===== config.mk =====
export PLATFORM = sky130hd
export DESIGN_NAME = zeroheti_obi_sram_sbr
export DESIGN_NICKNAME = d
export VERILOG_FILES = /design/src/rtl/zeroheti_obi_sram_sbr.sv
export SDC_FILE = /design/constraint.sdc
export NUM_CORES = 1
export LEC_CHECK = 0
export BUFFER_PORTS_ARGS = -buffer_cell sky130_fd_sc_hd__buf_4
export CORE_ASPECT_RATIO = 0.9
export CORE_MARGIN = 2
export CORE_UTILIZATION = 41
export CTS_BUF_LIST = sky130_fd_sc_hd__clkbuf_4
export DETAILED_ROUTE_END_ITERATION = 12
export PLACE_DENSITY = 0.82
export SLEW_MARGIN = 40
export SYNTH_ARGS = -nofsm -noshare
export SYNTH_HDL_FRONTEND = slang
export SYNTH_SLANG_ARGS = --single-unit

===== constraint.sdc =====
create_clock -name clk_i -period 2 [get_ports clk_i]
set_clock_uncertainty 0.2 [all_clocks]
set_input_delay 0 -clock clk_i [delete_from_list [all_inputs] [get_ports clk_i]]
set_output_delay 0 -clock clk_i [all_outputs]
set_load 0.05 [all_outputs]

===== src/rtl/zeroheti_obi_sram_sbr.sv =====
// rtl/zeroheti_obi_sram_sbr.sv - OBI subordinate serving SBA traffic from a 1-cycle-latency SRAM
// Optional: ZEROHETI_OBI_SRAM_ALIGN_ERR_EN answers misaligned addresses with err=1.
module zeroheti_obi_sram_sbr #(
  parameter logic [31:0] BaseAddr   = 32'h0001_0000,
  parameter int unsigned NumWords   = 1024,
  parameter int unsigned WaitCycles = 0,
  parameter int unsigned AidWidth   = 1
) (
  input  logic                        clk_i,
  input  logic                        rst_i,
  input  logic                        obi_req_i,
  output logic                        obi_gnt_o,
  input  logic [31:0]                 obi_addr_i,
  input  logic                        obi_we_i,
  input  logic [3:0]                  obi_be_i,
  input  logic [31:0]                 obi_wdata_i,
  input  logic [AidWidth-1:0]         obi_aid_i,
  output logic                        obi_rvalid_o,
  output logic [31:0]                 obi_rdata_o,
  output logic [AidWidth-1:0]         obi_rid_o,
  output logic                        obi_err_o,
  output logic                        mem_req_o,
  output logic                        mem_we_o,
  output logic [$clog2(NumWords)-1:0] mem_addr_o,
  output logic [3:0]                  mem_be_o,
  output logic [31:0]                 mem_wdata_o,
  input  logic [31:0]                 mem_rdata_i
);

  localparam int unsigned IdxW = $clog2(NumWords);
  localparam logic [32:0] WinLo = {1'b0, BaseAddr};
  localparam logic [32:0] WinHi = WinLo + (33'(NumWords) * 33'd4);

  typedef enum logic [1:0] {IDLE, WAIT, ACCESS, RESP} state_e;

  state_e                state_q, state_d;
  logic [3:0]            cnt_q, cnt_d;
  logic [IdxW-1:0]       idx_q, idx_d;
  logic                  we_q, we_d;
  logic [3:0]            be_q, be_d;
  logic [31:0]           wdata_q, wdata_d;
  logic [AidWidth-1:0]   aid_q, aid_d;
  logic                  in_range_q, in_range_d;

  logic [32:0]           addr_ext;
  logic [IdxW+1:0]       offset;
  logic                  in_window;
  logic                  in_range;
  logic                  unused_offset_lsb;

  // 33-bit window compare so BaseAddr + window size cannot wrap.
  assign addr_ext          = {1'b0, obi_addr_i};
  assign in_window         = (addr_ext >= WinLo) && (addr_ext < WinHi);
  assign offset            = obi_addr_i[IdxW+1:0] - BaseAddr[IdxW+1:0];
  assign unused_offset_lsb = ^offset[1:0];

`ifdef ZEROHETI_OBI_SRAM_ALIGN_ERR_EN
  assign in_range = in_window && (obi_addr_i[1:0] == 2'b00);
`else
  assign in_range = in_window;
`endif

  assign obi_gnt_o = obi_req_i && !rst_i && ((state_q == IDLE) || (state_q == RESP));

  always_comb begin
    state_d    = state_q;
    cnt_d      = cnt_q;
    idx_d      = idx_q;
    we_d       = we_q;
    be_d       = be_q;
    wdata_d    = wdata_q;
    aid_d      = aid_q;
    in_range_d = in_range_q;
    unique case (state_q)
      IDLE:    state_d = IDLE;
      WAIT: begin
        if (cnt_q == 4'd0) state_d = ACCESS;
        else               cnt_d   = cnt_q - 4'd1;
      end
      ACCESS:  state_d = RESP;
      RESP:    state_d = IDLE;
      default: state_d = IDLE;
    endcase
    // A grant in RESP overrides the return to IDLE for back-to-back service.
    if (obi_gnt_o) begin
      idx_d      = offset[IdxW+1:2];
      we_d       = obi_we_i;
      be_d       = obi_be_i;
      wdata_d    = obi_wdata_i;
      aid_d      = obi_aid_i;
      in_range_d = in_range;
      if (WaitCycles > 0) begin
        state_d = WAIT;
        cnt_d   = 4'(WaitCycles - 1);
      end else begin
        state_d = ACCESS;
      end
    end
  end

  always_ff @(posedge clk_i) begin
    if (rst_i) begin
      state_q    <= IDLE;
      cnt_q      <= '0;
      idx_q      <= '0;
      we_q       <= 1'b0;
      be_q       <= '0;
      wdata_q    <= '0;
      aid_q      <= '0;
      in_range_q <= 1'b0;
    end else begin
      state_q    <= state_d;
      cnt_q      <= cnt_d;
      idx_q      <= idx_d;
      we_q       <= we_d;
      be_q       <= be_d;
      wdata_q    <= wdata_d;
      aid_q      <= aid_d;
      in_range_q <= in_range_d;
    end
  end

  assign mem_req_o    = !rst_i && (state_q == ACCESS) && in_range_q;
  assign mem_we_o     = mem_req_o && we_q;
  assign mem_addr_o   = mem_req_o ? idx_q : '0;
  assign mem_be_o     = mem_req_o ? be_q : '0;
  assign mem_wdata_o  = mem_req_o ? wdata_q : '0;

  assign obi_rvalid_o = !rst_i && (state_q == RESP);
  assign obi_rdata_o  = (obi_rvalid_o && in_range_q && !we_q) ? mem_rdata_i : '0;
  assign obi_rid_o    = obi_rvalid_o ? aid_q : '0;
  assign obi_err_o    = obi_rvalid_o && !in_range_q;

endmodule


* Yosys cells after proc, flatten, opt, wreduce, memory -nomap -nowiden *
Cells that the tools add are included.

word-level totals
  register bits = 55
  input bits = 105
  output and inout bits = 84
  word-level logic and storage cells = 45

cells by class
  add/subtract/negate cells = 1
  $lt $le $gt $ge = 2
  equality and inequality tests = 5
  mux-type cells = 8
  bitwise operators = 1
  reduce and logical (&&, ||, !) cells = 19

operator list
  cell                                                                  count
  two-way mux 32 bit                                                    2
  greater-or-equal comparator 32 x 17 -> 1 bit (second input constant)  1
  less-than comparator 32 x 17 -> 1 bit (second input constant)         1
  logical AND 1 bit                                                     10
  two-way mux 10 bit                                                    1
  case mux 2 bit (3 select lines)                                       1
  equality test 2 bit (second input constant)                           2
  zero test 4 bit                                                       1
  two-way mux 2 bit                                                     2
  two-way mux 4 bit                                                     1
  OR reduction 2 bit                                                    2
  subtractor 4 x 1 -> 4 bit (second input constant)                     1
  zero test 1 bit                                                       3
  inequality test 3 bit (second input constant)                         1
  equality test 2 x 1 -> 1 bit (second input constant)                  1
  zero test 2 bit                                                       1
  inequality test 2 bit (second input constant)                         1
  AND reduction 2 bit                                                   1
  logical OR 1 bit                                                      1
  two-way mux 1 bit                                                     1
  NOT 1 bit                                                             1

* Logic depth before layout (Yosys ltp) *
Gate-level depths: netlist (run 1).

  depth in word-level cells = 5
  gate-level depth with buffers = 7
  mapped depth without buffers = 5

* Worst setup path after synthesis (run 1) *
Ideal clock, no wire load.

  kind = flip-flop to output port
  start point = register state_q[1]
  end point = output port obi_rdata_o[10]
  arrival = 1.912 ns
  data required time = 1.800 ns
  setup slack = -0.112 ns
  stages on the path, launching flop included = 6
  path buffers = 1
  cell sequence = dfxtp_1 -> ha_1 -> nor2b_2 -> and3b_1 -> clkbuf_2 -> and2_1

on the way
  word-level cells in the longest chain between the ends = 5

ends and longest elaborated chain
  what                            RTL line  source
  from (decl)                     36        state_e state_q, state_d;
  from (signal assigned)          112       state_q <= state_d;
  equality test 2 bit             129       assign obi_rvalid_o = !rst_i && (state_q == RESP);
  logical AND 1 bit               129
  named net obi_rvalid_o          18        output logic obi_rvalid_o,
  logical AND 1 bit (2 in a row)  130       assign obi_rdata_o = (obi_rvalid_o && in_range_q && !we_q) ? mem_rdata_i : '0;
  two-way mux 32 bit              130
  to (decl)                       19        output logic [31:0] obi_rdata_o,

The timed path passes the listed nets, and every way through them passes these cells.

* Worst setup path after layout (run 1) *
  start point = register state_q[1]
  end point = output port obi_rdata_o[27]

on the way
  word-level cells in the longest chain between the ends = 5

ends and longest elaborated chain
  what                            RTL line
  equality test 2 bit             129
  logical AND 1 bit               129
  logical AND 1 bit (2 in a row)  130
  two-way mux 32 bit              130

No other way between the ends.

==> flow_metrics.py, run 1 <==
metrics = {
    "route": {
        "drtIter0Drc": 142,
        "first_pass_iters": 4,
        "viasPerCell": 5.32,
        "totalWireLength_um": 11400,
        "vias": 2988,
        "antenna_left": 0,
        "drc": 0,
        "routedWlPerCell_um": 20.2,
    },
    "clock_tree": {
        "clk_path_buf_depth": 2,
        "cts_inserted_buffers": 5,
        "clockRootBuffer": "clkbuf_4",
        "cts_tree": "yes",
        "clock_latency_ns": 0.36,
        "clkTransAtPathRegs_ns": 0.15,
        "clock_sink_count": 55,
        "htree_levels": 2,
    },
    "hold_path": {
        "hold_end": "obi_rvalid_o",
        "hold_path_class": "in2out",
        "worstHoldStart": "rst_i",
        "hold_path_depth": 3,
    },
    "logic_synthesis": {
        "syn_area_um2": 2450,
        "syn_avg_cell_area_um2": 9.86,
        "synthesis.nets": 359,
        "synth_area_leaders": "dfxtp_1 45%, and2_1 20%, a22o_1 17%",
        "postSynthCellCount": 249,
        "synth_edf_count": 0,
        "yosys.area.top_type": "dfxtp_1",
        "ys_seq_area_frac": 0.449,
        "synth.most_common_cell": "and2_1",
        "ys_warn_count": 0,
        "synthFlopType": "dfxtp_1",
        "synthTopCellsByCount": "80 x and2_1, 55 x dfxtp_1, 48 x a22o_1",
        "synth_cell_types": 33,
        "synth-seq-cells": 55,
        "synthArstFlopShare": 0,
        "yosys.area.top_type_share": 0.449,
    },
    "power_and_ir_drop": {
        "cellLeakagePower_uw": 0.00239,
        "worst_ir_drop_vdd_mv": 0.349,
        "p_per_area_nw_per_um2": 452,
    },
    "sta": {
        "tightest_slew_ns": 0.397,
        "hold_viol": 0,
        "fin_ws_ns": -0.0919,
        "rsz0062_at_grt": "yes",
        "relSlewSlack": 0.736,
        "period_minus_slack_ns": 2.09,
        "period_share": 1.05,
        "clock.fmax_mhz": 478,
        "final_max_slew_viol_count": 0,
        "finalSetupViolCount": 40,
    },
    "worst_setup_path": {
        "crit_family": "simple AND/OR/NAND/NOR gates",
        "critPathLaunchType": "flip-flop",
        "worstPathMaxFanout": 16,
        "crit_required_ns": 1.80,
        "r2r_end": "state_q[0]",
        "crit_buf_inv": 2,
        "crit_chain": "ha_4, nor2b_4, and3b_2, buf_12, and2_1, buf_6",
        "r2r_setup_slack_ns": 0.10,
        "slowest_delay_ns": 0.41,
        "cpMaxStageDelayCell": "dfxtp_4",
        "crit_type": "reg2out",
        "r2r_cells": 5,
        "endpoint_kind": "primary output",
        "r2r_start": "cnt_q[0]",
        "crit_arrival_ns": 1.89,
    },
    "placed_design": {
        "portBuffers": 186,
        "place.gp.congestion": 0.779,
        "dp_hpwl_um": 5650,
        "placedCellCount": 490,
    },
    "global_routing": {
        "antenna_found_initial": 0,
        "grtUsageTotal": 0.258,
        "grt_pass1_wl_um": 13700,
        "overflow": 0,
        "grt_max_degree": 33,
        "grt_pass1_vias": 2841,
    },
    "job": {
        "maxCapViolCount": 0,
    },
    "floorplan": {
        "pin_count": 189,
        "fp.dieH_um": 77.4,
        "die_x_um": 85.6,
        "die_area_um2": 6620,
        "core_um2": 5730,
        "row_count": 26,
        "start_util": 0.429,
    },
    "finish": {
        "diodes": 0,
        "postLayoutCoreUtil": 0.887,
        "drive_gt1_frac": 0.478,
        "area_growth_pct": 107,
        "nets": 602,
        "fin_cells": 562,
    },
    "outcome": {
        "violations": "setup timing",
        "run_status": "finished with violations",
    },
}
-- cells in the final DEF, fill, tap and decap left out, types with 2 or more instances in the layout --
cell type / instances
buf_4: 117
dfxtp_4: 2
dfxtp_1: 53
a21oi_1: 3
a22o_1: 48
nor2_1: 2
and3b_2: 3
a21o_1: 2
and2_1: 65
buf_12: 5
inv_1: 5
nor4_1: 3
nand2_1: 2
dlygate4sd3_1: 58
and2_4: 15
ha_1: 3
clkbuf_4: 5
buf_8: 14
ha_4: 2
buf_6: 63
-- sequential cells by signal, indices dropped and copies added, names as in the netlist --
name and cells:
state_q 2, idx_q 10, we_q 1, aid_q 1
be_q 4, cnt_q 4, wdata_q 32, in_range_q 1
-- layout make-up --
type | instances | area [um^2]
Clock inverter | 2 | 13.8
Inverter | 5 | 18.8
Fill cell | 260 | 646
Multi-Input combinational cell | 167 | 1310
Tap cell | 70 | 87.6
Sequential cell | 55 | 1110
Clock buffer | 5 | 37.5
Timing Repair Buffer | 258 | 2500
-- routing by layer --
metal	share of wire	track usage	up-vias	wire length, um
li1	-	-	1352	-
met1	0.33	0.260	1423	3790
met2	0.55	0.511	178	6270
met3	0.082	0.0628	35	931
met4	0.033	0.0825	0	376
met5	0	0	-	0
-- worst register-to-register path, stage by stage (launching register included) --
cell and delay, ns:
dfxtp_1 0.35, inv_1 0.12, ha_1 0.18, or3b_1 0.52, and3_4 0.26, o21a_1 0.18
-- power breakdown --
group | leakage (uW) | switching [uW] | total, uW | internal, uW
Combinational | 0.00190 | 206 | 545 | 339
Sequential | 0.000452 | 66.3 | 1270 | 1200
Clock | 0.0000310 | 355 | 487 | 132
-- logic make-up after synthesis --
logic type,Yosys count,synth area share
AOI/OAI and AO/OA,62,0.212
xor gates and xnor gates,1,0.00357
adders and majority gates,5,0.0255
buffers and inverters,27,0.0556
DFF,55,0.449
and+or+nand+nor,99,0.255
-- worst max-delay path by stage --
stage                          start              end  slack (ns)  cells past startpoint
after floorplan           state_q[0]  mem_wdata_o[22]        0.01                      5
final                     state_q[1]  obi_rdata_o[27]       -0.09                      6
after global placement    state_q[0]         idx_q[4]        0.18                      5
after detailed placement  state_q[0]         idx_q[8]        0.12                      5
after global routing      state_q[1]  obi_rdata_o[27]       -0.13                      6
after CTS                 state_q[1]  obi_rdata_o[27]      -0.009                      6
-- through the flow --
| step | area, um^2 | hold WS (ns) | setup slack [ns] | setup TNS [ns] | total power (uW) |
|---|---|---|---|---|---|
| 6_report | 5080 | 0.139 | -0.0919 | -1.38 | 2300 |
| 5_1_grt | 5080 | 0.143 | -0.134 | -4.94 | 2370 |
| 4_1_cts | 4630 | 0.134 | -0.00876 | -0.0299 | 2240 |
| 3_5_place_dp | 3920 | 0.0203 | 0.117 | 0 | 1670 |
| 3_3_place_gp | 3920 | 0.0154 | 0.182 | 0 | 1650 |
| 2_1_floorplan | 2460 | -0.0674 | 0.0135 | 0 | 1450 |
-- timing repair --
action                     CTS  global route
gates resized for setup     19           108
hold buffers                59             0
hold endpoints to repair    55             0
buffers inserted             0             4
setup endpoints to repair   80            80
pin swaps                    0             2
cloned                       0             3
(Power assumes the default switching activity.)
==> run 2: changes to the inputs <==
Settings changed: CORE_MARGIN 2 to 8.
==> flow_metrics.py, run 2 (synthesized netlist as in run 1, its figures left out) <==
metrics = {
    "finish": {
        "fin_cells": 566,
        "drive_gt1_frac": 0.514,
        "postLayoutCoreUtil": 0.922,
        "n_fill_cell": 209,
        "final_common_cell": "buf_4",
        "final_cell_mix": "112 x buf_4, 58 x dlygate4sd3_1, 54 x buf_6",
        "nets": 605,
        "largest_reg_flops": 32,
        "top_register": "wdata_q",
        "reg_top3": "wdata_q: 32 flops, idx_q: 10 flops",
        "diodes": 0,
        "area_growth_pct": 115,
        "finish.instance_area_um2": 5280,
    },
    "worst_setup_path": {
        "cpMaxStageDelayCell": "dfxtp_2",
        "endpoint_kind": "primary output",
        "crit_arrival_ns": 1.89,
        "crit_required_ns": 1.80,
        "slowest_delay_ns": 0.41,
        "cp.depth": 7,
        "crit_type": "reg2out",
        "crit_chain": "inv_2, ha_2, and3b_2, buf_4, buf_12, and2_4, buf_6",
        "critPathLaunchType": "flip-flop",
        "r2r_cells": 5,
        "worstPathMaxFanout": 6,
        "crit_family": "buffers and inverters",
        "crit_buf_inv": 4,
    },
    "hold_path": {
        "hold_path_depth": 3,
        "hold_path_class": "in2out",
    },
    "power_and_ir_drop": {
        "worst_ir_drop_vdd_mv": 0.637,
        "p_int_uw": 1930,
        "pwr-share-comb": 0.209,
        "cellLeakagePower_uw": 0.00248,
        "clkPwrFrac": 0.304,
        "p_per_area_nw_per_um2": 493,
        "p_seq_frac": 0.488,
        "switchingPower_uw": 669,
        "switching_share": 0.257,
        "power_uw": 2600,
    },
    "sta": {
        "rsz0062_at_grt": "yes",
        "final_max_slew_viol_count": 0,
        "relSlewSlack": 0.699,
        "clock.fmax_mhz": 478,
        "finalSetupViolCount": 77,
        "fin_ws_ns": -0.0939,
        "period_minus_slack_ns": 2.09,
        "hold_viol": 0,
        "tightest_slew_ns": 0.451,
        "period_share": 1.05,
    },
    "job": {
        "maxCapViolCount": 0,
    },
    "placed_design": {
        "dp_hpwl_um": 6630,
        "place_area_um2": 3910,
        "place.gp.congestion": 0.774,
        "placedCellCount": 489,
        "portBuffers": 186,
        "place_ws_ns": 0.151,
    },
    "global_routing": {
        "grt_pass1_vias": 3092,
        "grtUsageTotal": 0.228,
        "grt_max_degree": 49,
        "antenna_found_initial": 0,
        "grt_pass1_wl_um": 16100,
        "overflow": 0,
    },
    "route": {
        "wl_met2_um": 6960,
        "vias": 3062,
        "routedWlPerCell_um": 23.0,
        "top_layer": "met4",
        "antenna_left": 0,
        "viasPerCell": 5.41,
        "wl_met1_um": 4600,
        "first_pass_iters": 5,
        "totalWireLength_um": 13000,
        "drtIter0Drc": 146,
        "drc": 0,
        "wl_met3_um": 1060,
    },
    "clock_tree": {
        "clk_path_buf_depth": 2,
        "cts_tree": "yes",
        "clock_sink_count": 55,
        "cts_inserted_buffers": 5,
        "clkTransAtPathRegs_ns": 0.17,
        "htree_levels": 2,
        "clockRootBuffer": "clkbuf_4",
        "clock_latency_ns": 0.39,
    },
    "floorplan": {
        "core_um2": 5730,
        "die_area_um2": 8720,
        "row_count": 26,
        "die_x_um": 97.6,
        "start_util": 0.429,
        "fp.dieH_um": 89.4,
        "pin_count": 189,
    },
    "outcome": {
        "run_status": "finished with violations",
        "violations": "setup timing",
    },
}
-- run 2: cell count changes in the layout (fill, tap and decap cells not counted), sizes merged --
cell	delta
buf	+1
bufinv	+2
clkbuf	+2
clkinv	-2
inv	+1
-- run 2: layout make-up --
cell class,count,area (um^2),area share
timing repair buffer,261,2640,0.499
multi-input combinational,167,1320,0.251
sequential,55,1100,0.209
tap,70,87.6,0.0166
clock inverter,3,71.3,0.0135
clock buffer,5,37.5,0.00711
inverter,5,18.8,0.00356
-- run 2: path summary, 6_finish.rpt --
kind,slack [ns],from,end
max reg2reg,-0.01,cnt_q[0],state_q[0]
max,-0.09,state_q[0],mem_addr_o[8]
min,0.14,mem_rdata_i[13],obi_rdata_o[13]
min reg2reg,0.29,wdata_q[31],wdata_q[31]
-- run 2: worst reg2reg max path: stages (launching register included) --
cell and delay, ns:
dfxtp_1 0.37, inv_1 0.14, ha_1 0.18, or3b_1 0.54, a21boi_0 0.32, o21a_1 0.19
-- run 2: power by group through the flow --
stage	logic [uW]	registers, uW	clock network [uW]
2_1_floorplan	192	1260	0
3_3_place_gp	383	1270	0
3_5_place_dp	395	1270	0
4_1_cts	499	1250	786
5_1_grt	572	1280	846
6_report	543	1270	789
-- run 2: per-layer routing --
metal  GRT usage  vias to the layer above
met5           0                        -
met4       0.100                        0
met3      0.0904                       34
met2       0.431                      188
met1       0.219                     1485
li1            -                     1355
-- run 2: repair_timing --
item / 4_1_cts / 5_1_grt
cloned: 2 / 3
setup endpoints to repair: 80 / 81
hold buffers: 59 / 0
setup buffers: 3 / 3
gates resized for setup: 27 / 134
pin swaps: 0 / 10
endpoints found under the hold margin: 55 / 0
-- run 2: through the flow --
step                      hold WS, ns  setup TNS [ns]
after floorplan               -0.0674               0
after global placement         0.0149               0
after global routing            0.140           -7.69
after CTS                       0.146         -0.0350
after detailed placement       0.0194               0
final                           0.139           -2.93
==> run 3: changes to the inputs <==
Settings changed: ABC_AREA set to 1, CORE_UTILIZATION 41 to 43, PLACE_DENSITY 0.82 to 0.85.
==> flow_metrics.py, run 3 <==
metrics = {
    "outcome": {
        "run_status": "finished clean",
    },
    "route": {
        "drc": 0,
        "totalWireLength_um": 11700,
        "drtIter0Drc": 145,
        "first_pass_iters": 4,
        "antenna_left": 0,
        "viasPerCell": 4.63,
        "routedWlPerCell_um": 15.8,
        "vias": 3423,
    },
    "logic_synthesis": {
        "synth_edf_count": 0,
        "yosys.area.top_type": "dfxtp_1",
        "ys_seq_area_frac": 0.407,
        "yosys.area.top_type_share": 0.407,
        "synth.most_common_cell": "nor2_1",
        "synth_cell_types": 24,
        "syn_avg_cell_area_um2": 6.75,
        "synthTopCellsByCount": "90 x nor2_1, 87 x inv_1, 69 x nand2_1",
        "synthesis.nets": 511,
        "synthArstFlopShare": 0,
        "synthFlopType": "dfxtp_1",
        "ys_warn_count": 0,
        "syn_area_um2": 2710,
        "synth-seq-cells": 55,
        "postSynthCellCount": 401,
        "synth_area_leaders": "dfxtp_1 41%, nor2_1 12%, inv_1 12%",
    },
    "floorplan": {
        "die_x_um": 99.6,
        "core_um2": 6110,
        "row_count": 27,
        "pin_count": 189,
        "die_area_um2": 9100,
        "start_util": 0.443,
        "fp.dieH_um": 91.3,
    },
    "worst_setup_path": {
        "crit_family": "flip-flops",
        "r2r_setup_slack_ns": 0.12,
        "crit_buf_inv": 3,
        "cpMaxStageDelayCell": "dfxtp_4",
        "r2r_start": "state_q[0]",
        "critPathLaunchType": "flip-flop",
        "crit_chain": "inv_1, ha_1, nand2_2, nor2_4, buf_12, buf_8",
        "r2r_cells": 8,
        "crit_start": "state_q[0]",
        "crit_arrival_ns": 1.73,
        "slowest_delay_ns": 0.40,
        "crit_type": "reg2out",
        "crit_required_ns": 1.80,
        "worstPathMaxFanout": 10,
        "endpoint_kind": "primary output",
        "r2r_end": "wdata_q[4]",
    },
    "clock_tree": {
        "clockRootBuffer": "clkbuf_4",
        "clkTransAtPathRegs_ns": 0.16,
        "htree_levels": 2,
        "cts_inserted_buffers": 5,
        "clk_path_buf_depth": 2,
        "clock_sink_count": 55,
        "clock_latency_ns": 0.36,
        "cts_tree": "yes",
    },
    "sta": {
        "hold_viol": 0,
        "rsz0062_at_grt": "yes",
        "relSlewSlack": 0.668,
        "period_minus_slack_ns": 1.93,
        "final_max_slew_viol_count": 0,
        "period_share": 0.967,
        "tightest_slew_ns": 0.497,
        "finalSetupViolCount": 0,
        "clock.fmax_mhz": 517,
    },
    "finish": {
        "nets": 762,
        "top_register": "wdata_q",
        "finish.instance_area_um2": 5000,
        "drive_gt1_frac": 0.365,
        "final_cell_mix": "182 x buf_4, 89 x nor2_1, 87 x inv_1",
        "reg_top3": "wdata_q: 32 flops, idx_q: 10 flops",
        "final_common_cell": "buf_4",
        "area_growth_pct": 84.6,
        "largest_reg_flops": 32,
    },
    "power_and_ir_drop": {
        "cellLeakagePower_uw": 0.00247,
        "worst_ir_drop_vdd_mv": 0.449,
        "switchingPower_uw": 610,
        "clkPwrFrac": 0.253,
        "pwr-share-comb": 0.234,
        "p_seq_frac": 0.513,
        "switching_share": 0.257,
        "p_per_area_nw_per_um2": 474,
        "p_int_uw": 1760,
        "power_uw": 2370,
    },
    "hold_path": {
        "hold_path_class": "in2out",
        "hold_end": "obi_rdata_o[30]",
        "hold_path_depth": 4,
        "worstHoldStart": "mem_rdata_i[30]",
    },
    "placed_design": {
        "portBuffers": 186,
        "place.gp.congestion": 0.853,
        "dp_hpwl_um": 7460,
        "place_area_um2": 4120,
    },
    "global_routing": {
        "use_met3": 0.0885,
        "grt_util_met2": 0.470,
        "grt-busiest-layer": "met2",
        "grt_pass1_vias": 3740,
        "antenna_found_initial": 1,
        "gr-usage-met1": 0.242,
        "grt_pass1_wl_um": 18200,
        "grt_max_degree": 49,
        "overflow": 0,
        "grtUsageTotal": 0.248,
    },
    "job": {
        "maxCapViolCount": 0,
    },
}
run 3: cell count changes in the layout (fill, tap and decap cells not counted), moves of 11 or more:
cell,change
a22o_1,-48
inv_1,+83
buf_6,-45
nor2_2,+11
and2_1,-47
o21ai_0,+38
nand2_1,+66
nor2_1,+87
buf_8,-29
buf_4,+70
and2_4,-33
run 3: worst max path at each step:
stage               slack, ns  depth (start not counted)               to
finish                   0.07                          6        obi_gnt_o
global route            -0.02                          6  obi_rdata_o[18]
CTS                     -0.02                          6        obi_gnt_o
detailed placement       0.20                          6      wdata_q[31]
global placement         0.30                          6  obi_rdata_o[30]
floorplan                0.01                          6  obi_rdata_o[11]
run 3: routing by layer:
| metal | vias to the layer above | routed length [um] |
|---|---|---|
| met3 | 27 | 1050 |
| met1 | 1560 | 4190 |
| met4 | 0 | 314 |
| met2 | 162 | 6140 |
| li1 | 1674 | - |
| met5 | - | 0 |
run 3: kinds of logic after synthesis:
logic type,Yosys count,share of synthesized area
flops,55,0.407
simple gates,180,0.277
buf+inv,108,0.182
fa+ha+maj,5,0.0231
compound gates,53,0.112
run 3: worst reg2reg max path: cells and delay by family, from the launching register on:
kind	cells	cell delay, ns
adders and majority gates	1	0.32
and+or+nand+nor	3	0.38
DFF	1	0.40
buffers and inverters	3	0.38
AOI/OAI and AO/OA	1	0.11
run 3: final cells by class:
cell class / count / area [um^2]
clock inverters: 1 / 30.0
multi-input cells: 241 / 1170
inverters: 90 / 343
fillers: 365 / 1120
diodes: 1 / 2.50
clock buffers: 6 / 45.0
flip-flops and latches: 55 / 1110
well taps: 87 / 109
repair buffers: 259 / 2190
run 3: repair_timing:
item	CTS	global route
endpoints found under the hold margin	54	1
buffers inserted	0	2
pin swaps	0	2
hold buffers	65	2
cloned	3	1
resized for setup	8	17
endpoints found under the setup margin	33	33
run 3: power groups by stage:
stage / clock network, uW / logic, uW / registers [uW]
floorplan: 0 / 211 / 1230
global placement: 0 / 389 / 1230
detailed placement: 0 / 403 / 1240
CTS: 619 / 516 / 1210
global route: 657 / 608 / 1220
finish: 600 / 554 / 1220
run 3: metrics by stage:
stage | utilization | setup WS, ns | std cells | hold slack, ns | setup TNS (ns)
6_report | 0.817 | 0.0655 | 740 | 0.139 | 0
5_1_grt | 0.817 | -0.0199 | 740 | 0.150 | -0.0652
4_1_cts | 0.802 | -0.0222 | 737 | 0.161 | -0.0222
3_5_place_dp | 0.674 | 0.195 | 662 | 0.00585 | 0
3_3_place_gp | 0.674 | 0.297 | 662 | -0.00215 | 0
2_1_floorplan | - | 0.0126 | 401 | -0.131 | 0
